**src/rtl/operand_entry.sv**
```systemverilog
// Operand entry: synchronizes switches and pushbuttons, debounces the buttons,
// and captures a pair of 5-bit operands (x then y) under a small FSM.
module operand_entry #(
  parameter int DB_CYCLES = 1000000
) (
  input  logic       clk,
  input  logic       rst_n,
  input  logic [4:0] sw,
  input  logic       btn_load,
  input  logic       btn_clr,
  output logic [4:0] x,
  output logic [4:0] y,
  output logic       ready,
  output logic       pair_stb,
  output logic [1:0] state
);

  typedef enum logic [1:0] {
    WAIT_X = 2'b00,
    WAIT_Y = 2'b01,
    READY  = 2'b10
  } state_t;

  localparam logic [19:0] DB_LAST = 20'(DB_CYCLES - 1);

  logic [4:0]  sw_meta_r;
  logic [4:0]  sw_sync_r;
  logic [1:0]  btn_raw_s;
  logic [1:0]  btn_meta_r;
  logic [1:0]  btn_sync_r;
  logic [19:0] db_cnt_r [2];
  logic [1:0]  db_lvl_r;
  logic [1:0]  db_lvl_d_r;
  logic [1:0]  press_s;
  logic        load_p_s;
  logic        clr_p_s;
  state_t      state_r;
  logic [4:0]  x_r;
  logic [4:0]  y_r;
  logic        ready_r;
  logic        pair_stb_r;

  // Bit 0 is the load button, bit 1 the clear button.
  assign btn_raw_s = {btn_clr, btn_load};

  // Two-flop synchronizers for the switches and both buttons.
  always_ff @(posedge clk or negedge rst_n) begin
    if (!rst_n) begin
      sw_meta_r  <= 5'd0;
      sw_sync_r  <= 5'd0;
      btn_meta_r <= 2'b00;
      btn_sync_r <= 2'b00;
    end else begin
      sw_meta_r  <= sw;
      sw_sync_r  <= sw_meta_r;
      btn_meta_r <= btn_raw_s;
      btn_sync_r <= btn_meta_r;
    end
  end

  // Per-button debouncer: the level flips only after DB_CYCLES disagreeing samples in a row.
  always_ff @(posedge clk or negedge rst_n) begin
    if (!rst_n) begin
      db_cnt_r[0] <= 20'd0;
      db_cnt_r[1] <= 20'd0;
      db_lvl_r    <= 2'b00;
      db_lvl_d_r  <= 2'b00;
    end else begin
      for (int i = 0; i < 2; i++) begin
        if (btn_sync_r[i] == db_lvl_r[i]) begin
          db_cnt_r[i] <= 20'd0;
        end else if (db_cnt_r[i] == DB_LAST) begin
          db_lvl_r[i] <= ~db_lvl_r[i];
          db_cnt_r[i] <= 20'd0;
        end else begin
          db_cnt_r[i] <= db_cnt_r[i] + 20'd1;
        end
      end
      db_lvl_d_r <= db_lvl_r;
    end
  end

  // Rising edges of the debounced levels; both terms are registers, so the
  // pulse occupies exactly the cycle after the level rises.
  assign press_s  = db_lvl_r & ~db_lvl_d_r;
  assign load_p_s = press_s[0];
  assign clr_p_s  = press_s[1];

  // Operand capture FSM; clear wins over a simultaneous load.
  always_ff @(posedge clk or negedge rst_n) begin
    if (!rst_n) begin
      state_r    <= WAIT_X;
      x_r        <= 5'd0;
      y_r        <= 5'd0;
      ready_r    <= 1'b0;
      pair_stb_r <= 1'b0;
    end else begin
      pair_stb_r <= 1'b0;
      if (clr_p_s) begin
        state_r <= WAIT_X;
        x_r     <= 5'd0;
        y_r     <= 5'd0;
        ready_r <= 1'b0;
      end else begin
        case (state_r)
          WAIT_X: begin
            if (load_p_s) begin
              x_r     <= sw_sync_r;
              state_r <= WAIT_Y;
            end
          end
          WAIT_Y: begin
            if (load_p_s) begin
              y_r        <= sw_sync_r;
              state_r    <= READY;
              ready_r    <= 1'b1;
              pair_stb_r <= 1'b1;
            end
          end
          READY: begin
            if (load_p_s) begin
              x_r     <= sw_sync_r;
              state_r <= WAIT_Y;
              ready_r <= 1'b0;
            end
          end
          default: begin
            state_r <= WAIT_X;
            ready_r <= 1'b0;
          end
        endcase
      end
    end
  end

  assign x        = x_r;
  assign y        = y_r;
  assign ready    = ready_r;
  assign pair_stb = pair_stb_r;
  assign state    = state_r;

endmodule

```
**config.mk**
```make
export PLATFORM = sky130hd
export DESIGN_NAME = operand_entry
export DESIGN_NICKNAME = d
export VERILOG_FILES = /design/src/rtl/operand_entry.sv
export SDC_FILE = /design/constraint.sdc
export NUM_CORES = 1
export LEC_CHECK = 0
export ABC_AREA = 0
export CAP_MARGIN = 0
export CORE_ASPECT_RATIO = 0.8
export CORE_MARGIN = 2
export CORE_UTILIZATION = 57
export DETAILED_ROUTE_END_ITERATION = 6
export PLACE_DENSITY = 0.78
export RECOVER_POWER = 100
export SLEW_MARGIN = 5
export SYNTH_ARGS = -nofsm -noshare
export SYNTH_HDL_FRONTEND = slang
export SYNTH_SLANG_ARGS = --single-unit
export TNS_END_PERCENT = 50
```
**constraint.sdc**
```tcl
create_clock -name clk -period 2.6 [get_ports clk]
set_clock_uncertainty 0.15 [all_clocks]
set_input_delay 0.52 -clock clk [delete_from_list [all_inputs] [get_ports clk]]
set_output_delay 0.52 -clock clk [all_outputs]
set_load 0.005 [all_outputs]
```
======== After elaboration in Yosys (flattened, before gate mapping) ========
Index checks and enable logic that the tools add are counted.
word-level totals
  flip-flop bits (word level) ............. 72
  latch bits .............................. 0
  memory bits (writable) .................. 0
  memory bits (read-only) ................. 0
  output and inout bits ................... 14
  word-level logic and storage cells ...... 63
  memories ................................ 0
cells by class
  $add $sub $neg .......................... 2
  multipliers ............................. 0
  div/mod/pow operators ................... 0
  order comparisons ....................... 0
  equal/unequal tests ..................... 10
  shift operators ......................... 0
  mux-type cells .......................... 20
  bitwise logic cells ..................... 6
  reduce and logical (&&, ||, !) cells .... 11
operators by type and width
  cell                                                                    count
  20-bit 2-to-1 mux                                                       4
  20-bit by 1-bit adder with 20-bit output (second input constant)        2
  20-bit equality test (second input constant)                            2
  5-bit 2-to-1 mux                                                        5
  2-bit AND reduction                                                     5
  1-bit 2-to-1 mux                                                        6
  2-bit 2-to-1 mux                                                        3
  3-bit != test (second input constant)                                   2
  2-bit nonzero test                                                      3
  1-bit inverter                                                          4
  2-bit one-hot mux with 2 select lines                                   1
  3-bit by 1-bit != test with 1-bit output (second input constant)        1
  1-bit one-hot mux with 3 select lines                                   1
  3-bit AND reduction                                                     1
  2-bit AND                                                               1
  1-bit equality test                                                     2
  2-bit by 1-bit equality test with 1-bit output (second input constant)  1
  2-bit equality test (second input constant)                             1
  2-bit logical NOT                                                       1
  2-bit != test (second input constant)                                   1
  2-bit inverter                                                          1
  2-bit OR reduction                                                      1

======== Depth between registers and ports, before layout ========
  word-level depth ........................ 5
  depth in mapped cells ................... 6

======== Least setup slack after synthesis ========
Ideal clock, no wire load.
  kind .................................... flip-flop to flip-flop
  from .................................... register db_cnt_r[20] in the netlist's numbering
  to ...................................... register db_cnt_r[38] in the netlist's numbering
  library setup time ...................... 0.078 ns
  data arrival time ....................... 1.636 ns
  required time ........................... 2.372 ns
  setup slack ............................. 0.735 ns
  stages on the path, launching flop included .. 7
  buffers on the path ..................... 1
  period minus slack after synthesis ...... 1.865 ns
  cells stage by stage .................... dfrtp_1 -> ha_1 -> nand3_1 -> or2_1 -> clkbuf_1 -> or4_1 -> a21oi_1
between the ends
  longest elaborated chain between the ends .. 3
  elaborated cells on any way between the ends .. 4
  classes of those cells .................. add/sub: 1; eq/ne: 1; mux: 2
ends and longest elaborated chain
  what                                                                                     RTL line  RTL
  start: declaration                                                                       31        logic [19:0] db_cnt_r [2];
  start signal: indexed assignment                                                         76        db_cnt_r[i] <= db_cnt_r[i] + 20'd1;
  20-bit by 1-bit adder with 20-bit output / 20-bit equality test (equally long branches)  76, 72
  20-bit 2-to-1 mux *                                                                      72        end else if (db_cnt_r[i] == DB_LAST) begin
  20-bit 2-to-1 mux *                                                                      70        if (btn_sync_r[i] == db_lvl_r[i]) begin
Mark *: on every way between the ends. The rest lies on a longest branch, timed or not.
A chain may end at the register's enable or synchronous reset.

======== Final worst setup path ========
  from .................................... register state_r[0] (netlist: state[0])
  to ...................................... output state[0]
RTL lines
  what                      RTL line  RTL
  start: declaration        37        state_t state_r;
  start signal: assignment  92        state_r <= WAIT_X;
  start signal: assignment  100       state_r <= WAIT_X;
  start signal: assignment  109       state_r <= WAIT_Y;
  end: declaration          15        output logic [1:0] state
No word-level cell between the ends.

==> metrics.md <==
| Metric | Value |
|---|---|
| Die width | 86.31 µm |
| DRC | 0 |
| H-tree levels | 3 |
| Final ANT Viol Nets | 0 |
| Initial DRC Count | between 150 and 200 |
| HP Class | flip-flop to flip-flop |
| Synth warnings | 0 |
| Final HPWL DP | 3782 µm |
| Tot GR Track Use | 21.33% |
| Syn Area/Cell | 10.88 µm² |
| FFs w/ async S/R, synth | 100.0% |
| Worst IR Drop VDD | 0.0004094 V |
| Setup Total Neg Slack | 0 ns |
| Vias per cell | about 5.8 |
| Post-synth cell types | 35 |
| FP Rows | 23 |
| Synthesized flop and latch total | between 70 and 80 |
| Cell breakdown of the critical path | dlygate4sd3_1 |
| FF-to-FF path depth | 4 |
| CTS Buf Count | 9 |
| WL final | roughly 5600 µm |
| Setup Fix Bufs, Post-CTS | 0 |
| Worst setup path category | flip-flop to output port |
| Worst setup SP type | flip-flop |
| Global placement routability congestion | 0.8356 |
| First-pass GRT wire length | ~9900 µm |
| Nets | 325 |
| Die Y | 69.85 µm |
| RSZ-0062 raised after global routing | no |
| Total grt overflow | 0 |
| Clock slew at reported path FFs | 0.09 ns |
| Cell Count, Final, Fillers Out | roughly 380 |
| IO Pins | 23 |
| Filler cells | ~400 |
| Hold_buf cts | 0 |
| Hold depth | 0 |
| Register area share after synthesis | 58.32% |
| Final hold vios | 0 |
| Status | finished with violations |
| Power density cells | about 600 nW/µm² |
| Top delay family on crit path | buffers and inverters |
| Critical Path AT | around 1.4 ns |
| Max Cap Viol | 1 |
| First-pass DRT Iterations | 5 |
| Final-report max-slew violation count | 73 |
| Min Tclk post-route | 2.035 ns |
| Number of flops mapped to enable cells by yosys | 0 |
| Critical path depth | 1 |
| Die area | around 6000 µm² |
| Clk_lat worst skew | roughly 0.36 ns |
| Post_cts resized | 0 |
| N_diodes | 0 |
| Post-DR wirelength/cell | ~15 µm |
| Fraction of layout cells with a size suffix above 1 | 9.404% |
| Final worst path period share | about four fifths |
| Leakage | 0.001567 µW |
| Worst-Margin Slew | around 1.7 ns |
| CTS tree | yes |
| Crit path max fanout | 5 |
| Starting density of the core | approximately three fifths |
| Crit path max-delay cell type | dlygate4sd3_1 |
| Via Count | 2196 |
| Port bufs | 22 |
| Largest net degree at the start of global routing | 73 |
| CTS root buf | clkbuf_8 |
| P&R area growth vs syn | 15.71% |
| Count of final setup violators | 0 |
| Max stage delay on crit path | roughly 0.59 ns |
| Core ar. | 5122 µm² |
| Slew headroom | -10.84% |
| Setup crit end kind | output port |
| Sink Count | 72 |
| Achievable frequency | between 0.4 and 0.5 GHz |
| Syn_nets | 295 |
| WHS | 0.2001 ns |
| Ys flop type | dfrtp_1 |
| Syn Std Cell Area | 3089 µm² |
| Dpl cells | around 370 |
| Failing checks | max-capacitance violations, max-slew violations |
| Vias in the first global route | around 2.2k |
| Initial antenna violation count | 0 |
| Power, Total | 2108 µW |
| Final Core Density | roughly 70% |
| WP data required | around 1.9 ns |
| Clock tree buffer depth | 2 |
| CP bufs+invs | 1 |
| Syn Inst Count | about 280 |
==> per-stage QoR <==
stage                     instance area, µm²  setup slack (ns)
final                                   3575            0.5650
after global placement                  3408            0.7241
after floorplan                         3089            0.7354
after detailed placement                3408            0.6415
after CTS                               3610            0.6228
after global routing                    3575            0.3956
==> placed cells by master (no fill, tap or decap), types with 4 or more instances in the layout <==
| master | instances |
|---|---|
| nor4_1 | 7 |
| dfrtp_1 | 72 |
| xnor2_1 | 19 |
| o21ai_0 | 4 |
| or3_1 | 5 |
| nor2_1 | 52 |
| o31ai_1 | 5 |
| inv_1 | 8 |
| nand2_1 | 11 |
| dlygate4sd3_1 | 21 |
| mux2i_1 | 10 |
| xor2_1 | 10 |
| nor3_1 | 9 |
| nor2b_1 | 4 |
| nand4_1 | 10 |
| a21oi_1 | 12 |
| clkbuf_8 | 9 |
| nand3_1 | 15 |
==> kinds of logic after synthesis <==
| logic type | after synthesis | share of synthesized area, % |
|---|---|---|
| AOI/OAI and AO/OA | 24 | 4.780 |
| xor gates and xnor gates | 29 | 8.222 |
| adders and majority gates | 2 | 0.8099 |
| buffers and inverters | 15 | 1.823 |
| DFF | 72 | 58.32 |
| muxes | 12 | 3.969 |
| and+or+nand+nor | 130 | 22.07 |
==> synth_stat cells (all sizes together), types with 3 or more instances <==
master	count	area [µm²]
nor2b	4	25.02
nor3	9	45.04
clkbuf	7	26.28
nor4	7	43.79
mux2i	10	100.1
nand2	11	41.29
or4	4	33.78
xnor2	19	166.4
and3	3	18.77
o31ai	5	37.54
nand3	15	75.07
o21ai	4	20.02
nand4	12	111.4
inv	8	30.03
or3	5	31.28
xor2	10	87.58
nor2	52	195.2
dfrtp	72	1802
a21oi	12	63.81
==> worst reg2reg max path, cell delays in order, from the launching register on <==
cell	delay, ns
dfrtp_1	0.45
nand4_1	0.26
or4_4	0.59
or3_1	0.32
a21oi_1	0.17
==> registers in the layout (all words and copies together), names as in the netlist, 5 cells and up <==
name and count:
y 5, sw_meta_r 5, x 5, db_cnt_r 40, sw_sync_r 5
==> per-layer routing <==
layer  up-vias  wire length, µm  track usage, %
met4         0               78           8.160
met1      1066             2559           28.58
li1       1052                -               -
met3        10              292           7.857
met2        68             2694           31.78
met5         -                0               0
==> final timing paths <==
check	from	slack, ns	to
max reg2reg	db_cnt_r[7]	0.59	db_cnt_r[18]
min	sw_meta_r[0]	0.20	sw_sync_r[0]
max	state[0]	0.57	state[0]
max in group asynchronous	rst_n	0.78	db_cnt_r[11]
min in group asynchronous	rst_n	0.52	db_cnt_r[30]
min reg2reg	sw_meta_r[0]	0.20	sw_sync_r[0]
==> report_power, final <==
| group | total [µW] | leakage, µW | switching, µW | internal (µW) |
|---|---|---|---|---|
| logic | 59.0 | 0.000498 | 39.9 | 19.1 |
| registers | 1150 | 0.000969 | 14.4 | 1140 |
| clock network | 898 | 0.000101 | 445 | 453 |
==> cell type report <==
type | count | area (µm²) | share of cell area [%]
Timing Repair Buffer | 26 | 242.7 | 6.790
Clock buffer | 9 | 123.9 | 3.465
Inverter | 8 | 30.03 | 0.8400
Sequential cell | 72 | 1802 | 50.40
Tap cell | 62 | 77.57 | 2.170
Clock inverter | 7 | 77.57 | 2.170
Multi-Input combinational cell | 197 | 1221 | 34.16
(Power assumes the default switching activity.)
